`src/rtl/traffic_phase_controller.sv`:
```
// N-approach intersection controller with timed green/yellow/all-red phases,
// tick-enabled timebase and emergency preemption via yellow and all-red.
module traffic_phase_controller #(
  parameter int NUM_APPROACH  = 4,
  parameter int GREEN_CYCLES  = 8,
  parameter int YELLOW_CYCLES = 2,
  parameter int ALLRED_CYCLES = 1,
  parameter int CNT_W         = 8,
  parameter int IDX_W         = $clog2(NUM_APPROACH)
) (
  input  logic                      clk,
  input  logic                      reset,
  input  logic                      tick_en,
  input  logic [NUM_APPROACH-1:0]   emg_req,
  output logic [2*NUM_APPROACH-1:0] light,
  output logic [IDX_W-1:0]          active_idx,
  output logic [1:0]                phase,
  output logic                      emg_active
);

  typedef enum logic [1:0] {
    PH_GREEN  = 2'd0,
    PH_YELLOW = 2'd1,
    PH_ALLRED = 2'd2,
    PH_EMG    = 2'd3
  } phase_e;

  localparam logic [CNT_W-1:0] G_LOAD    = CNT_W'(GREEN_CYCLES - 1);
  localparam logic [CNT_W-1:0] Y_LOAD    = CNT_W'(YELLOW_CYCLES - 1);
  localparam logic [CNT_W-1:0] A_LOAD    = CNT_W'(ALLRED_CYCLES - 1);
  localparam logic [IDX_W-1:0] LAST_IDX  = IDX_W'(NUM_APPROACH - 1);

  phase_e                    phase_q, phase_d;
  logic [IDX_W-1:0]          active_q, active_d;
  logic [CNT_W-1:0]          timer_q, timer_d;
  logic [IDX_W-1:0]          target_q, target_d;
  logic                      tgt_emg_q, tgt_emg_d;
  logic [2*NUM_APPROACH-1:0] light_q;
  logic                      emg_q;

  logic                      req;
  logic [IDX_W-1:0]          winner;
  logic [IDX_W-1:0]          next_idx;

  function automatic logic [IDX_W-1:0] lowest_set(input logic [NUM_APPROACH-1:0] r);
    logic [IDX_W-1:0] idx;
    logic             found;
    idx   = '0;
    found = 1'b0;
    for (int unsigned i = 0; i < NUM_APPROACH; i++) begin
      if (r[i] && !found) begin
        idx   = IDX_W'(i);
        found = 1'b1;
      end
    end
    return idx;
  endfunction

  function automatic logic [2*NUM_APPROACH-1:0] lamp(input phase_e p,
                                                      input logic [IDX_W-1:0] a);
    logic [2*NUM_APPROACH-1:0] l;
    l = '0;
    for (int unsigned i = 0; i < NUM_APPROACH; i++) begin
      if (a == IDX_W'(i)) begin
        case (p)
          PH_GREEN, PH_EMG: l[2*i +: 2] = 2'b11;
          PH_YELLOW:        l[2*i +: 2] = 2'b01;
          default:          l[2*i +: 2] = 2'b00;
        endcase
      end
    end
    return l;
  endfunction

  assign req      = |emg_req;
  assign winner   = lowest_set(emg_req);
  assign next_idx = (active_q == LAST_IDX) ? '0 : active_q + IDX_W'(1);

  always_comb begin
    phase_d   = phase_q;
    active_d  = active_q;
    timer_d   = timer_q;
    target_d  = target_q;
    tgt_emg_d = tgt_emg_q;
    case (phase_q)
      PH_GREEN: begin
        if (req && winner == active_q) begin
          phase_d = PH_EMG;
        end else if (req) begin
          phase_d   = PH_YELLOW;
          timer_d   = Y_LOAD;
          target_d  = winner;
          tgt_emg_d = 1'b1;
        end else if (timer_q == '0) begin
          phase_d   = PH_YELLOW;
          timer_d   = Y_LOAD;
          target_d  = next_idx;
          tgt_emg_d = 1'b0;
        end else begin
          timer_d = timer_q - CNT_W'(1);
        end
      end
      PH_EMG: begin
        if (!emg_req[active_q]) begin
          phase_d   = PH_YELLOW;
          timer_d   = Y_LOAD;
          target_d  = req ? winner : next_idx;
          tgt_emg_d = req;
        end
      end
      PH_YELLOW: begin
        // A late request only retargets; yellow length is never altered.
        if (req) begin
          target_d  = winner;
          tgt_emg_d = 1'b1;
        end
        if (timer_q == '0) begin
          phase_d = PH_ALLRED;
          timer_d = A_LOAD;
        end else begin
          timer_d = timer_q - CNT_W'(1);
        end
      end
      default: begin
        if (timer_q == '0) begin
          phase_d = PH_GREEN;
          timer_d = G_LOAD;
          if (req)            active_d = winner;
          else if (tgt_emg_q) active_d = next_idx;
          else                active_d = target_q;
        end else begin
          timer_d = timer_q - CNT_W'(1);
        end
      end
    endcase
  end

  // Lamp and emergency outputs are registered from next state so they
  // change on the same edge as the phase itself.
  always_ff @(posedge clk or posedge reset) begin
    if (reset) begin
      phase_q   <= PH_GREEN;
      active_q  <= '0;
      timer_q   <= G_LOAD;
      target_q  <= '0;
      tgt_emg_q <= 1'b0;
      light_q   <= lamp(PH_GREEN, '0);
      emg_q     <= 1'b0;
    end else if (tick_en) begin
      phase_q   <= phase_d;
      active_q  <= active_d;
      timer_q   <= timer_d;
      target_q  <= target_d;
      tgt_emg_q <= tgt_emg_d;
      light_q   <= lamp(phase_d, active_d);
      emg_q     <= (phase_d == PH_EMG);
    end
  end

  assign light      = light_q;
  assign active_idx = active_q;
  assign phase      = phase_q;
  assign emg_active = emg_q;

endmodule
```
`config.mk`:
```
export PLATFORM = sky130hd
export DESIGN_NAME = traffic_phase_controller
export DESIGN_NICKNAME = d
export VERILOG_FILES = /design/src/rtl/traffic_phase_controller.sv
export SDC_FILE = /design/constraint.sdc
export NUM_CORES = 1
export LEC_CHECK = 0
export ABC_AREA = 1
export CORE_ASPECT_RATIO = 0.75
export CORE_UTILIZATION = 56
export CTS_CLUSTER_DIAMETER = 200
export CTS_CLUSTER_SIZE = 25
export DETAILED_ROUTE_END_ITERATION = 10
export DONT_BUFFER_PORTS = 1
export GPL_TIMING_DRIVEN = 0
export PLACE_DENSITY_LB_ADDON = 0.3
export SYNTH_ARGS = -nofsm -noshare
export SYNTH_HDL_FRONTEND = slang
export SYNTH_SLANG_ARGS = --single-unit
```
`constraint.sdc`:
```
create_clock -name clk -period 1.85 [get_ports clk]
set_input_delay 0.37 -clock clk [delete_from_list [all_inputs] [get_ports clk]]
set_output_delay 0.37 -clock clk [all_outputs]
set_load 0.005 [all_outputs]
```
==> results of run 1 <==
-- how the worst max path moves through the flow --
stage                                 to  cells past startpoint
global placement    light[3]$_DFFE_PP0P_                     12
detailed placement  light[3]$_DFFE_PP0P_                     12
floorplan           light[3]$_DFFE_PP0P_                     12
global route        light[5]$_DFFE_PP0P_                     11
CTS                 light[3]$_DFFE_PP0P_                     12
finish              light[5]$_DFFE_PP0P_                     11
-- synthesized netlist by cell type --
cell type  instances
o21ai_0           17
o211ai_2           1
a31oi_1            1
buf_6              2
nand3_1           20
nor2_8             1
dfstp_2            5
nor3_1             1
nand4_1            3
nand2_2            5
inv_1             26
and2_2             1
ha_1               5
nand2_4            2
a21oi_4            1
nand2_1           76
inv_2              6
nor2_4             2
nand3_2            1
o211ai_1           2
a21oi_1            4
o21ai_1            5
dfrtp_1           19
nor2_1            15
o21ai_4            2
nor2_2             4
-- registers in the layout, indices dropped and copies added, names as in the netlist --
name	cells
light	8
timer_q	8
active_idx	2
phase	2
target_q	2
emg_active	1
tgt_emg_q	1
-- report_power, final --
group / leakage, nW / switching (mW) / internal (mW)
registers: 0.299 / 0.236 / 0.774
clock network: 0.0288 / 0.172 / 0.190
logic: 0.655 / 1.24 / 0.728
total: 0.983 / 1.64 / 1.69
-- layout make-up --
cell class                      instances  area, µm²  share of cell area, %
Timing Repair Buffer                    7      52.55                  2.754
Sequential cell                        24      609.3                  31.93
Multi-Input combinational cell        169      998.5                  52.33
Clock buffer                            4      55.05                  2.885
Tap cell                               36      45.04                  2.361
Buffer                                  2      22.52                  1.180
Inverter                               32      125.1                  6.557
-- logic make-up after synthesis --
kind of cell	count (synthesis)	share of synthesized area [%]
compound gates	33	13.06
fa+ha+maj	5	3.840
buf+inv	34	8.755
flops	24	37.25
simple gates	131	37.10
-- worst register-to-register path, delay by kind of cell (launching register included) --
kind / cells / cell delay, ns
buffers and inverters: 2 / 0.15
adders and majority gates: 1 / 0.28
DFF: 1 / 0.47
and+or+nand+nor: 7 / 0.75
AOI/OAI and AO/OA: 1 / 0.16
-- routing by layer --
layer	global-route usage (%)	up-vias
li1	-	744
met1	36.99	726
met2	35.96	64
met3	5.896	7
met4	9.630	0
met5	0	-
-- repair_timing --
item	4_1_cts	5_1_grt
resized for setup	8	22
setup endpoints to repair	8	8
pin swaps	2	11
setup buffers	3	4
==> qor.csv, run 1 <==
metric;value;unit
status;finished with violations;
violations;setup timing;
rr_worst_depth;11;
whs;0.1770;ns
clock_skew;0.007121;ns
detailed_place_hpwl;2542;µm
dpl_worst_slack;-0.1132;ns
cts_buffers;3;
rsz0062_at_grt;true;
place_inst;263;
wirelength;4041;µm
grt.total_usage;25.29;%
fill_cells;218;
slowest_stage;dfrtp_2;
worstPathMaxFanout;5;
core-area;0.002683;mm²
wl_per_cell;14.75;µm
setup_viol;1;
hold_viol;0;
cts_hold_buf;0;
synth_top_area_share;29.19;%
drc;0;
avgSynthCellArea;7.176;µm²
synth_area_leaders;dfrtp_1, nand2_1, dfstp_2, nand3_1, inv_1;
ys_types;26;
routed.top_layer;met4;
crit_path_start_kind;flop;
cp.required;2.05;ns
yosysWarnings;0;
antenna_found_initial;0;
tightest_slew;0.9209;ns
hold_class;in2async;
drv_slew;0;
initial_core_util;60.73;%
rr_startpoint;timer_q[3]$_DFFE_PP0P_;
rrSetupSlack;-0.03;ns
h-tree-depth;1;
worstSetupStartpoint;timer_q[3]$_DFFE_PP0P_;
cts_buffer_depth;2;
period_minus_slack;1.880;ns
nets;251;
clkLatencyLatePin;0.27;ns
drive_gt1_share;27.31;%
synth_top_area_cell;dfrtp_1;
n_antenna_cell;0;
slowest_delay;0.47;ns
die_x;64.28;µm
slew_headroom;38.54;%
worst_ir_drop_vdd;904.5;µV
grt_remaining_overflow;0;
first_pass_iters;4;
final_cell_mix;nand2_1, inv_1, dfrtp_1, o21ai_0, nand3_1;
met2WireLength;1927;µm
ys_seq_area_share;37.25;%
num_vias;1541;
maxCapViolCount;0;
clkTransAtPathRegs;0.09;ns
dr_wl_met3;275;µm
rr_endpoint;light[5]$_DFFE_PP0P_;
worstPathCellList;nor2_4, nand2_4, nor2_8, inv_4, a31oi_4, nand2_2, ha_4, nand2_4, inv_4, nand3_2, nand2_1;
path_delay_family;simple AND/OR/NAND/NOR gates;
fin_crit_sh;101.6;%
synth-seq-cells;24;
finalPower;3.335;mW
fmax;532.0;MHz
boundaryPins;20;
cp_num_buf_inv;2;
rows;16;
fin_util;71.13;%
setup_tns;-0.02979;ns
cts_tree;yes;
gp_congestion;0.8415;
layout_commonest_cell;nand2_1;
grt_first_pass_wirelength;6016;µm
syn_nets;239;
fin_ws;-0.02979;ns
syn_area;0.001629;mm²
grt_max_degree;25;
cp.arrival;2.08;ns
final_cells;274;
grt_pass1_vias;1299;
worstSetupEndpointType;flop;
cts_sinks;24;
fp.dieArea;0.003131;mm²
dpl_cell_area;0.001675;mm²
viasPerCell;5.624;
drtIter0Drc;155;
area_delta_synth_final;17.13;%
final_area;0.001908;mm²
leakagePower;0.9826;nW
portBuffers;0;
powerDensity;1748;mW/mm²
root_buffer;clkbuf_8;
setup.worst_path.class;reg2reg;
die_h;48.71;µm
synthCells;227;
wl_met1;1785;µm
ant_nets;0;
No activity file was read; power rests on OpenSTA's default activity.
==> run 2: changes to the inputs <==
--- a/config.mk
+++ b/config.mk
@@ -7,7 +7,7 @@
 export LEC_CHECK = 0
 export ABC_AREA = 1
 export CORE_ASPECT_RATIO = 0.75
-export CORE_UTILIZATION = 56
+export CORE_UTILIZATION = 50
 export CTS_CLUSTER_DIAMETER = 200
 export CTS_CLUSTER_SIZE = 25
 export DETAILED_ROUTE_END_ITERATION = 10
==> qor.csv, run 2 (synthesis results as in run 1) <==
metric;value;unit
status;finished, final reports clean;
n_antenna_cell;0;
h-tree-depth;1;
grt_max_degree;25;
period_minus_slack;1.843;ns
final_cells;280;
nets;255;
cts_sinks;24;
antenna_found_initial;0;
worstSetupStartpoint;timer_q[1]$_DFFE_PP1P_;
tightest_slew;0.8926;ns
die_x;67.91;µm
cp.arrival;2.00;ns
drv_slew;0;
num_vias;1429;
clkLatencyLatePin;0.27;ns
setup_tns;0;ns
cp.required;2.01;ns
rr_worst_depth;12;
worstSetupEndpoint;light[7]$_DFFE_PP0P_;
worstPathMaxFanout;5;
cts_tree;yes;
whs;0.1780;ns
rr_endpoint;light[7]$_DFFE_PP0P_;
drc;0;
gp_congestion;0.8355;
setup.worst_path.class;reg2reg;
cts_buffers;3;
hold_viol;0;
drive_gt1_share;26.45;%
setup_viol;0;
rrSetupSlack;0.007;ns
cts_hold_buf;0;
fill_cells;277;
layout_commonest_cell;nand2_1;
clock_skew;0.004479;ns
worstSetupEndpointType;flop;
boundaryPins;20;
maxCapViolCount;0;
grt_pass1_vias;1350;
clkTransAtPathRegs;0.09;ns
cts_buffer_depth;2;
leakagePower;1.007;nW
crit_path_start_kind;flop;
rsz0062_at_grt;true;
hold_class;in2async;
wl_per_cell;12.40;µm
initial_core_util;53.94;%
grt_first_pass_wirelength;5796;µm
place_inst;265;
slew_headroom;40.42;%
area_delta_synth_final;16.51;%
worst_ir_drop_vdd;826.6;µV
root_buffer;clkbuf_8;
viasPerCell;5.104;
rows;17;
ant_nets;0;
powerDensity;1736;mW/mm²
detailed_place_hpwl;2416;µm
final_cell_mix;nand2_1, inv_1, dfrtp_1, o21ai_0, nand3_1;
wirelength;3473;µm
fmax;542.5;MHz
rr_startpoint;timer_q[1]$_DFFE_PP1P_;
drtIter0Drc;74;
first_pass_iters;5;
core-area;0.003020;mm²
grt_remaining_overflow;0;
die_h;51.44;µm
portBuffers;0;
fin_crit_sh;99.65;%
grt.total_usage;22.49;%
fp.dieArea;0.003493;mm²
-- run 2: per-stage QoR --
stage / worst slack [ns] / total power [mW] / utilization, % / cell area, µm²
6_report: 0.006538 / 3.296 / 62.84 / 1898
5_1_grt: -0.09131 / 3.599 / 62.84 / 1898
4_1_cts: 0.01227 / 3.109 / 59.94 / 1810
3_5_place_dp: -0.1113 / 2.492 / 55.55 / 1678
3_3_place_gp: -0.1200 / 2.478 / 55.55 / 1678
2_1_floorplan: 0.01938 / 2.215 / - / 1630
-- run 2: power by group --
| group | internal (mW) | leakage, nW | total [mW] | switching [mW] |
|---|---|---|---|---|
| registers | 0.774 | 0.299 | 0.993 | 0.219 |
| logic | 0.735 | 0.673 | 1.84 | 1.11 |
| clock network | 0.289 | 0.0357 | 0.458 | 0.169 |
-- run 2: how the worst min path moves through the flow --
stage                               startpoint                         to  slack [ns]  cells after the start
after floorplan                          reset  active_idx[0]$_DFFE_PP0P_        0.38                      1
final                                    reset       light[5]$_DFFE_PP0P_        0.18                      1
after global placement    light[1]$_DFFE_PP1P_       light[1]$_DFFE_PP1P_        0.46                      2
after CTS                                reset       light[6]$_DFFE_PP0P_        0.21                      1
after global routing                   tick_en       phase[1]$_DFFE_PP0P_        0.20                      1
after detailed placement  light[0]$_DFFE_PP1P_       light[0]$_DFFE_PP1P_        0.47                      2
-- run 2: routing by layer --
| metal | vias to the layer above | global-route usage, % | part of all wire (%) |
|---|---|---|---|
| met3 | 4 | 6.696 | 5.0 |
| met2 | 37 | 35.97 | 45 |
| li1 | 753 | - | - |
| met5 | - | 0 | 0 |
| met1 | 635 | 29.74 | 49 |
| met4 | 0 | 4.861 | 0.98 |
-- run 2: critical path, cell delays in order (launching register included) --
cell	delay, ns
dfstp_2	0.38
inv_4	0.08
ha_4	0.14
nand2_4	0.06
nor2_8	0.16
inv_2	0.07
a31oi_1	0.17
nand2_1	0.12
ha_1	0.28
nand2_1	0.07
inv_2	0.06
nand3_1	0.08
nand2_1	0.05
-- run 2: repair_timing --
item	CTS	global route
gates resized for setup	10	11
endpoints found under the setup margin	8	8
buffers inserted	4	7
pin swaps	3	13
-- run 2: area by class of cell --
class	count	area (µm²)	share of cell area [%]
Clock inverter	1	30.03	1.582
Inverter	32	125.1	6.592
Tap cell	38	47.55	2.505
Buffer	2	22.52	1.187
Clock buffer	3	41.29	2.175
Multi-Input combinational cell	169	939.7	49.51
Sequential cell	24	609.3	32.10
Timing Repair Buffer	11	82.58	4.351
==> run 3: changes to the inputs <==
--- a/config.mk
+++ b/config.mk
@@ -6,12 +6,12 @@
 export NUM_CORES = 1
 export LEC_CHECK = 0
 export ABC_AREA = 1
+export BUFFER_PORTS_ARGS = -buffer_cell sky130_fd_sc_hd__buf_2
 export CORE_ASPECT_RATIO = 0.75
 export CORE_UTILIZATION = 50
 export CTS_CLUSTER_DIAMETER = 200
 export CTS_CLUSTER_SIZE = 25
 export DETAILED_ROUTE_END_ITERATION = 10
-export DONT_BUFFER_PORTS = 1
 export GPL_TIMING_DRIVEN = 0
 export PLACE_DENSITY_LB_ADDON = 0.3
 export SYNTH_ARGS = -nofsm -noshare
==> qor.csv, run 3 (synthesis results as in run 1) <==
metric;value;unit
pwr-share-clk;13.3;%
slowest_delay;0.39;ns
drtIter0Drc;71;
slew_headroom;37.81;%
worstSetupEndpoint;light[3]$_DFFE_PP0P_;
clkTransAtPathRegs;0.08;ns
power_switching;1.575;mW
die_h;51.44;µm
leakagePower;1.091;nW
worst_ir_drop_vdd;838.5;µV
whs;0.3004;ns
cts_sinks;24;
slowest_stage;dfstp_2;
tightest_slew;0.9319;ns
maxCapViolCount;0;
cts_tree;yes;
grt_first_pass_wirelength;5844;µm
rr_startpoint;timer_q[1]$_DFFE_PP1P_;
rrSetupSlack;0.03;ns
internal_power;1.854;mW
detailed_place_hpwl;2447;µm
worstSetupEndpointType;flop;
place_inst;284;
root_buffer;clkbuf_8;
fmax;548.9;MHz
h-tree-depth;1;
final_cell_mix;nand2_1, inv_1, buf_2, dfrtp_1, o21ai_0;
setup_viol;0;
seqPwrFrac;28.1;%
clkLatencyLatePin;0.26;ns
clock_skew;0.001976;ns
wirelength;3596;µm
grt_max_degree;25;
layout_commonest_cell;nand2_1;
initial_core_util;53.94;%
rr_worst_depth;12;
rows;17;
rr_endpoint;light[3]$_DFFE_PP0P_;
ant_nets;0;
setup.worst_path.class;reg2reg;
grt_pass1_vias;1374;
pwr-share-comb;58.6;%
drc;0;
grt_remaining_overflow;0;
worstPathCellList;inv_4, ha_4, nand2_4, nor2_8, inv_4, a31oi_4, nand2_2, ha_4, nand2_2, inv_4, nand3_2, nand2_1;
viasPerCell;5.155;
portBuffers;19;
area_delta_synth_final;23.27;%
antenna_found_initial;0;
crit_path_start_kind;flop;
fin_ws;0.02823;ns
cp_common_cell;inv_4;
worstPathMaxFanout;5;
drv_slew;0;
first_pass_iters;4;
final_cells;296;
path_delay_family;simple AND/OR/NAND/NOR gates;
cp_num_buf_inv;3;
cp_num_cells;12;
fin_crit_sh;98.47;%
dpl_cell_area;0.001773;mm²
wl_per_cell;12.15;µm
cts_hold_buf;0;
n_antenna_cell;0;
gp_congestion;0.8657;
cp.required;2.06;ns
setup_tns;0;ns
cts_buffer_depth;2;
worstSetupStartpoint;timer_q[1]$_DFFE_PP1P_;
num_vias;1526;
period_minus_slack;1.822;ns
cts_buffers;3;
final_area;0.002008;mm²
status;finished, final reports clean;
boundaryPins;20;
die_x;67.91;µm
sw_frac_of_total;45.94;%
hold_viol;0;
dpl_worst_slack;-0.1679;ns
powerDensity;1708;mW/mm²
core-area;0.003020;mm²
grt.total_usage;22.52;%
cp.arrival;2.03;ns
drive_gt1_share;32.17;%
fp.dieArea;0.003493;mm²
nets;271;
hold_class;in2async;
## run 3: cell count changes in the layout (fill, tap and decap cells not counted), moves of 2 or more
cell and change:
inv_4 +2, buf_2 +19, inv_2 -2, buf_4 -3
## run 3: power groups by stage
stage | clock, mW | combinational, mW | sequential, mW
2_1_floorplan | 0 | 1.28 | 0.939
3_3_place_gp | 0 | 1.60 | 0.962
3_5_place_dp | 0 | 1.62 | 0.963
4_1_cts | 0.467 | 1.74 | 0.956
5_1_grt | 0.494 | 2.26 | 0.993
6_report | 0.456 | 2.01 | 0.964
## run 3: metrics by stage
step,power (mW),util [%]
final,3.429,66.49
after global routing,3.748,66.49
after CTS,3.168,62.76
after detailed placement,2.587,58.70
after global placement,2.567,58.70
after floorplan,2.215,-
## run 3: routing by layer
metal,wire [µm],GRT usage [%],vias up
met1,1759,31.31,696
met4,34,3.472,0
li1,-,-,788
met3,181,6.473,6
met2,1622,34.98,36
met5,0,0,-
## run 3: final cells by class
class	count	area (µm²)
timing repair buffer	27	155.1
multi-input combinational	169	972.2
fill	254	1012
clock inverter	1	30.03
buffer	2	22.52
clock buffer	3	41.29
tap	38	47.55
inverter	32	130.1
sequential	24	609.3
## run 3: worst min path at each step
stage | start | slack [ns] | end
floorplan | reset | 0.38 | active_idx[0]$_DFFE_PP0P_
global placement | light[1]$_DFFE_PP1P_ | 0.45 | light[1]$_DFFE_PP1P_
detailed placement | light[0]$_DFFE_PP1P_ | 0.45 | light[0]$_DFFE_PP1P_
CTS | reset | 0.32 | light[3]$_DFFE_PP0P_
global route | reset | 0.37 | light[3]$_DFFE_PP0P_
finish | reset | 0.30 | light[6]$_DFFE_PP0P_
## run 3: repair_timing
item / CTS / global route
buffers inserted: 3 / 5
pin swaps: 2 / 12
setup endpoints to repair: 8 / 8
resized for setup: 9 / 17
